File: src/rtl/envelope_gen_if.sv
// envelope_gen_if: note, sample and envelope status signals of one ADSR voice
interface envelope_gen_if;
    logic       sample_now;
    logic [3:0] note_in;
    logic [3:0] note_out;
    logic [8:0] sample_in;
    logic       done_in;
    logic [8:0] sample_out;
    logic       done_out;
    logic [7:0] env_level;
    logic [2:0] env_state;

    modport master (
        output sample_now, note_in, sample_in, done_in,
        input  note_out, sample_out, done_out, env_level, env_state
    );

    modport slave (
        input  sample_now, note_in, sample_in, done_in,
        output note_out, sample_out, done_out, env_level, env_state
    );
endinterface

File: src/rtl/envelope_gen.sv
// envelope_gen: per-voice ADSR envelope holding the note and scaling the soundpath sample
module envelope_gen #(
    parameter int ENV_DIV      = 40,
    parameter int ATTACK_STEP  = 8,
    parameter int DECAY_STEP   = 2,
    parameter int SUSTAIN_LVL  = 192,
    parameter int RELEASE_STEP = 4
) (
    input logic           clk,
    input logic           n_rst,
    envelope_gen_if.slave bus
);
    localparam logic [2:0] S_IDLE    = 3'd0;
    localparam logic [2:0] S_ATTACK  = 3'd1;
    localparam logic [2:0] S_DECAY   = 3'd2;
    localparam logic [2:0] S_SUSTAIN = 3'd3;
    localparam logic [2:0] S_RELEASE = 3'd4;

    localparam logic [7:0] DIV_LAST = 8'(ENV_DIV - 1);
    localparam logic [8:0] SUS9     = 9'(SUSTAIN_LVL);

    logic [2:0] state_q, state_d;
    logic [7:0] level_q, level_d;
    logic [7:0] div_q, div_d;
    logic [3:0] note_q, note_d;
    logic [8:0] sout_q, sout_d;
    logic       dout_q;

    logic       active, key_start, key_rel, key_retrig, key_resume, key_evt, tick;
    logic [8:0] att_sum, dec_diff, rel_diff, scaled;

    // Key events, envelope tick and 9-bit level arithmetic
    always_comb begin
        active     = (state_q == S_ATTACK) || (state_q == S_DECAY) || (state_q == S_SUSTAIN);
        key_start  = (state_q == S_IDLE) && (bus.note_in != 4'd0);
        key_rel    = active && (bus.note_in == 4'd0);
        key_retrig = active && (bus.note_in != 4'd0) && (bus.note_in != note_q);
        key_resume = (state_q == S_RELEASE) && (bus.note_in != 4'd0);
        key_evt    = key_start || key_rel || key_retrig || key_resume;
        tick       = bus.sample_now && (div_q == DIV_LAST);
        att_sum    = {1'b0, level_q} + 9'(ATTACK_STEP);
        dec_diff   = {1'b0, level_q} - 9'(DECAY_STEP);
        rel_diff   = {1'b0, level_q} - 9'(RELEASE_STEP);
        div_d      = key_start ? 8'd0 : !bus.sample_now ? div_q : tick ? 8'd0 : div_q + 8'd1;
        scaled     = 9'((17'(bus.sample_in) * (17'(level_q) + 17'd1)) >> 8);
        sout_d     = !bus.done_in ? sout_q : (state_q == S_IDLE) ? 9'd0 : scaled;
    end

    // Next state, level and held note; key events take priority over ticks
    always_comb begin
        state_d = state_q;
        level_d = level_q;
        note_d  = note_q;
        if (key_start || key_retrig || key_resume) begin
            state_d = S_ATTACK;
            note_d  = bus.note_in;
        end else if (key_rel) begin
            state_d = S_RELEASE;
        end else if (tick) begin
            if (state_q == S_ATTACK) begin
                level_d = (att_sum >= 9'd255) ? 8'd255 : att_sum[7:0];
                state_d = (att_sum >= 9'd255) ? S_DECAY : S_ATTACK;
            end else if (state_q == S_DECAY) begin
                level_d = (dec_diff[8] || dec_diff <= SUS9) ? SUS9[7:0] : dec_diff[7:0];
                state_d = (dec_diff[8] || dec_diff <= SUS9) ? S_SUSTAIN : S_DECAY;
            end else if (state_q == S_RELEASE) begin
                level_d = (rel_diff[8] || rel_diff == 9'd0) ? 8'd0 : rel_diff[7:0];
                state_d = (rel_diff[8] || rel_diff == 9'd0) ? S_IDLE : S_RELEASE;
                note_d  = (rel_diff[8] || rel_diff == 9'd0) ? 4'd0 : note_q;
            end
        end
    end

    // Register update with asynchronous clear of all envelope and sample state
    always_ff @(posedge clk or negedge n_rst) begin
        if (!n_rst) begin
            state_q <= S_IDLE;
            level_q <= 8'd0;
            div_q   <= 8'd0;
            note_q  <= 4'd0;
            sout_q  <= 9'd0;
            dout_q  <= 1'b0;
        end else begin
            state_q <= state_d;
            level_q <= level_d;
            div_q   <= div_d;
            note_q  <= note_d;
            sout_q  <= sout_d;
            dout_q  <= bus.done_in;
        end
    end

    assign bus.note_out   = note_q;
    assign bus.sample_out = sout_q;
    assign bus.done_out   = dout_q;
    assign bus.env_level  = level_q;
    assign bus.env_state  = state_q;
endmodule

File: src/flat_wrapper.sv
// flat-port wrapper written by rule: the top's interface ports become plain ports
module envelope_gen_flat 
#(
    parameter int ENV_DIV      = 40,
    parameter int ATTACK_STEP  = 8,
    parameter int DECAY_STEP   = 2,
    parameter int SUSTAIN_LVL  = 192,
    parameter int RELEASE_STEP = 4
)
  (clk, n_rst, bus_sample_now, bus_note_in, bus_sample_in, bus_done_in, bus_note_out, bus_sample_out, bus_done_out, bus_env_level, bus_env_state);
  envelope_gen_if bus_i ();
  input logic clk;
  input logic n_rst;
  input wire logic [$bits(bus_i.sample_now)-1:0] bus_sample_now;
  input wire logic [$bits(bus_i.note_in)-1:0] bus_note_in;
  input wire logic [$bits(bus_i.sample_in)-1:0] bus_sample_in;
  input wire logic [$bits(bus_i.done_in)-1:0] bus_done_in;
  output wire logic [$bits(bus_i.note_out)-1:0] bus_note_out;
  output wire logic [$bits(bus_i.sample_out)-1:0] bus_sample_out;
  output wire logic [$bits(bus_i.done_out)-1:0] bus_done_out;
  output wire logic [$bits(bus_i.env_level)-1:0] bus_env_level;
  output wire logic [$bits(bus_i.env_state)-1:0] bus_env_state;
  assign bus_i.sample_now = bus_sample_now;
  assign bus_i.note_in = bus_note_in;
  assign bus_i.sample_in = bus_sample_in;
  assign bus_i.done_in = bus_done_in;
  assign bus_note_out = bus_i.note_out;
  assign bus_sample_out = bus_i.sample_out;
  assign bus_done_out = bus_i.done_out;
  assign bus_env_level = bus_i.env_level;
  assign bus_env_state = bus_i.env_state;
  envelope_gen #(.ENV_DIV(ENV_DIV), .ATTACK_STEP(ATTACK_STEP), .DECAY_STEP(DECAY_STEP), .SUSTAIN_LVL(SUSTAIN_LVL), .RELEASE_STEP(RELEASE_STEP)) u_core (.clk(clk), .n_rst(n_rst), .bus(bus_i));
endmodule
File: config.mk
export PLATFORM = sky130hd
export DESIGN_NAME = envelope_gen_flat
export DESIGN_NICKNAME = d
export VERILOG_FILES = /design/src/rtl/envelope_gen_if.sv /design/src/rtl/envelope_gen.sv /design/src/flat_wrapper.sv
export SDC_FILE = /design/constraint.sdc
export NUM_CORES = 1
export LEC_CHECK = 0
export ABC_AREA = 1
export ABC_CLOCK_PERIOD_IN_PS = 6600
export BUFFER_PORTS_ARGS = -buffer_cell sky130_fd_sc_hd__clkbuf_2
export CAP_MARGIN = 15
export CORE_MARGIN = 4
export CORE_UTILIZATION = 60
export CTS_CLUSTER_SIZE = 10
export DETAILED_ROUTE_END_ITERATION = 12
export PLACE_DENSITY_LB_ADDON = 0.15
export SETUP_SLACK_MARGIN = 0.05
export SYNTH_ARGS = -nofsm -noshare
export SYNTH_HDL_FRONTEND = slang
export SYNTH_SLANG_ARGS = --single-unit
File: constraint.sdc
create_clock -name clk -period 6.6 [get_ports clk]
set_input_delay 1.32 -clock clk [delete_from_list [all_inputs] [get_ports clk]]
set_output_delay 1.32 -clock clk [all_outputs]
set_load 0.03 [all_outputs]
==> flow_metrics.env <==
export IMPL_async_flop_share_pct=100
export IMPL_clk_latency_ns=0.29
export IMPL_num_vias=4606
export IMPL_routed_wl_um=11800
export IMPL_fin_ws_ns=1.26
export IMPL_dp_slack_ns=1.33
export IMPL_end_kind="flop"
export IMPL_final_min_clock_period_ns=5.34
export IMPL_synth_top_area_share_pct=19.4
export IMPL_finalHoldViolCount=0
export IMPL_cp_cell_sequence="ha_1 > nand2_1 > nor2_1 > inv_1 > nand2_1 > nand2_1 > inv_1 > nand2_1 > fa_1 > inv_1 > fa_1 > fa_1 > inv_1 > fa_1 > inv_1 > ha_1 > a21oi_1 > o21ai_0 > a21oi_1 > nand3_1 > nand3_1 > nand2_1"
export IMPL_finalCritPeriodShare_pct=81.0
export IMPL_crit_fanout=6
export IMPL_fmax_mhz=187
export IMPL_outcome="finished, final reports clean"
export IMPL_seq_power_share_pct=30.1
export IMPL_critical_path_slowest_cell="fa_1"
export IMPL_p_per_area_nw_per_um2=171
export IMPL_grt_pass1_vias=4488
export IMPL_ios=42
export IMPL_io_buffers=41
export IMPL_final_core_util_pct=67.6
export IMPL_gr_usage_all_layers_pct=25.4
export IMPL_placed_area_um2=5250
export IMPL_yosys_warnings=0
export IMPL_slowest_delay_ns=0.56
export IMPL_drive_gt1_share_pct=10.8
export IMPL_cp_required_ns=6.77
export IMPL_arrival_ns=5.51
export IMPL_die_area_um2=9790
export IMPL_firstDrtPassIters=5
export IMPL_critPathLaunchType="flop"
export IMPL_ctsResizeCount=0
export IMPL_fin_cells=861
export IMPL_n_fill_cell=720
export IMPL_placed_cells_incl_taps=853
export IMPL_remaining_drc_errors=0
export IMPL_tightest_slew_ns=0.839
export IMPL_maxCapViolations=0
export IMPL_skew_ns=0.0114
export IMPL_p_int_mw=0.482
export IMPL_rsz0062_at_grt="no"
export IMPL_ys_flop_type="dfrtp_1"
export IMPL_die_y_um=98.9
export IMPL_seq_area_frac_synth_pct=16.6
export IMPL_total_power_mw=0.911
export IMPL_first_iter_violations=222
export IMPL_synth_area_um2=4960
export IMPL_synth_area_leaders="fa_1, dfrtp_1, nand2_1"
export IMPL_wl_per_cell_um=13.7
export IMPL_clock_sinks=33
export IMPL_overflow=0
export IMPL_finalSetupTns_ns=0
export IMPL_switching_share_pct=47.1
export IMPL_avgSynthCellArea_um2=6.92
export IMPL_ant_nets=0
export IMPL_yosys_area_top_type="fa_1"
export IMPL_crit_type="flop to flop"
export IMPL_post_drt_via_cell_ratio=5.35
export IMPL_max_vdd_ir_drop_mv=0.205
export IMPL_max_clock_path_buffers=2
export IMPL_numCtsBuffers=5
export IMPL_power_leakage_nw=3.17
export IMPL_hold_buffers=0
export IMPL_holdCritPathClass="flop to flop"
export IMPL_cts_tree="yes"
export IMPL_layout_nets=870
export IMPL_yosysMostFrequentCell="nand2_1"
export IMPL_syn_num_nets=829
export IMPL_cts_setup_buffers=0
export IMPL_power_frac_clock_pct=16.3
export IMPL_postSynthCellCount=717
export IMPL_fin_area_um2=5330
export IMPL_die_w_um=98.9
export IMPL_areaGrowthSynthToFinish_pct=7.52
export IMPL_antenna_cells=0
export IMPL_row_count=32
export IMPL_cts_root_buffer="clkbuf_8"
export IMPL_slew_viol_final=0
export IMPL_grt_max_degree=34
export IMPL_clk_pin_slew_worst_paths_ns=0.07
export IMPL_switchingPower_mw=0.430
export IMPL_htree_levels=2
export IMPL_multi_input_area_um2=3560
export IMPL_synth_common_cells="nand2_1, inv_1, nor2_1"
export IMPL_synth_cell_types=46
export IMPL_dpl_hpwl_um=9740
export IMPL_pwr_share_comb_pct=53.6
export IMPL_finalSetupViolCount=0
export IMPL_synth_edf_count=0
export IMPL_ys_ff_latch=33
export IMPL_hold_ws_ns=0.473
export IMPL_seqCellArea_um2=826
export IMPL_core_um2=7890
export IMPL_grt_pass1_wl_um=20700
export IMPL_initial_core_util_pct=62.9
export IMPL_gp_congestion=0.970
export IMPL_antenna_found_initial=0
export IMPL_relSlewSlack_pct=44.1
==> flip-flops by register name, summed over array words and instances (netlist names) <==
signal	flops
u_core.bus.env_level	8
u_core.bus.env_state	3
u_core.bus.done_out	1
u_core.div_q	8
u_core.bus.sample_out	9
u_core.bus.note_out	4
==> layout by cell type, fill, tap and decap left out, types with 2 or more instances in the layout <==
cell type,Yosys,routed
clkbuf_8,0,5
clkbuf_2,1,41
nor2_1,78,78
inv_2,8,8
xor2_1,2,2
o21ai_0,17,17
nand2_1,213,213
nor2_2,4,4
nand3b_1,2,2
o21bai_1,2,2
inv_1,132,132
ha_1,47,47
nor3_1,3,3
nor2_4,2,2
o21ai_2,2,2
nand2_2,5,5
nand4_2,2,2
dfrtp_1,33,33
clkinv_2,0,2
fa_1,48,48
nand3_1,46,46
nand3_2,4,4
o22ai_1,4,4
nand4_1,11,11
or2_2,3,3
a21oi_1,22,22
o21ai_1,2,2
==> kinds of logic after synthesis <==
kind of cell             Yosys count  share of synthesized area, %
adder cells (fa/ha/maj)           95                          31.2
XOR/XNOR                           3                         0.530
AND/OR/NAND/NOR                  382                          33.7
buffers and inverters            149                          11.7
flip-flops                        33                          16.6
AO/OA/AOI/OAI                     55                          6.23
==> cell type report <==
type	count	share of cell area [%]
inverter	141	9.92
tap	102	2.39
sequential	33	15.5
clock buffer	6	1.36
timing repair buffer	42	3.99
clock inverter	2	0.188
multi-input combinational	535	66.7
==> power by group through the flow <==
stage / registers [mW] / clock network (mW) / logic [mW]
4_1_cts: 0.274 / 0.156 / 0.486
2_1_floorplan: 0.312 / 0 / 0.319
3_5_place_dp: 0.277 / 0 / 0.480
3_3_place_gp: 0.275 / 0 / 0.475
6_report: 0.274 / 0.148 / 0.489
5_1_grt: 0.280 / 0.163 / 0.557
==> critical path: cells and delay by family (launching register included) <==
family	cells	cell delay, ns
fa+ha+maj	6	2.75
compound gates	3	0.68
buf+inv	5	0.45
simple gates	8	0.85
flops	1	0.50
==> worst paths after layout <==
kind	depth (start not counted)	startpoint	slack, ns	to
min	1	u_core.div_q[7]	0.47	u_core.div_q[7]
min reg2reg	1	u_core.div_q[7]	0.47	u_core.div_q[7]
max in group asynchronous	1	n_rst	4.95	u_core.bus.sample_out[7]
max	22	u_core.bus.env_level[1]	1.26	u_core.bus.sample_out[8]
min in group asynchronous	1	n_rst	1.12	u_core.bus.env_state[1]
max reg2reg	22	u_core.bus.env_level[1]	1.26	u_core.bus.sample_out[8]
==> routing by layer <==
| layer | global-route usage, % | share of wire, % |
|---|---|---|
| met1 | 39.2 | 47 |
| met3 | 3.47 | 6.9 |
| met5 | 0 | 0 |
| met2 | 38.1 | 45 |
| met4 | 5.67 | 1.2 |
No activity file was read; power rests on OpenSTA's default activity.
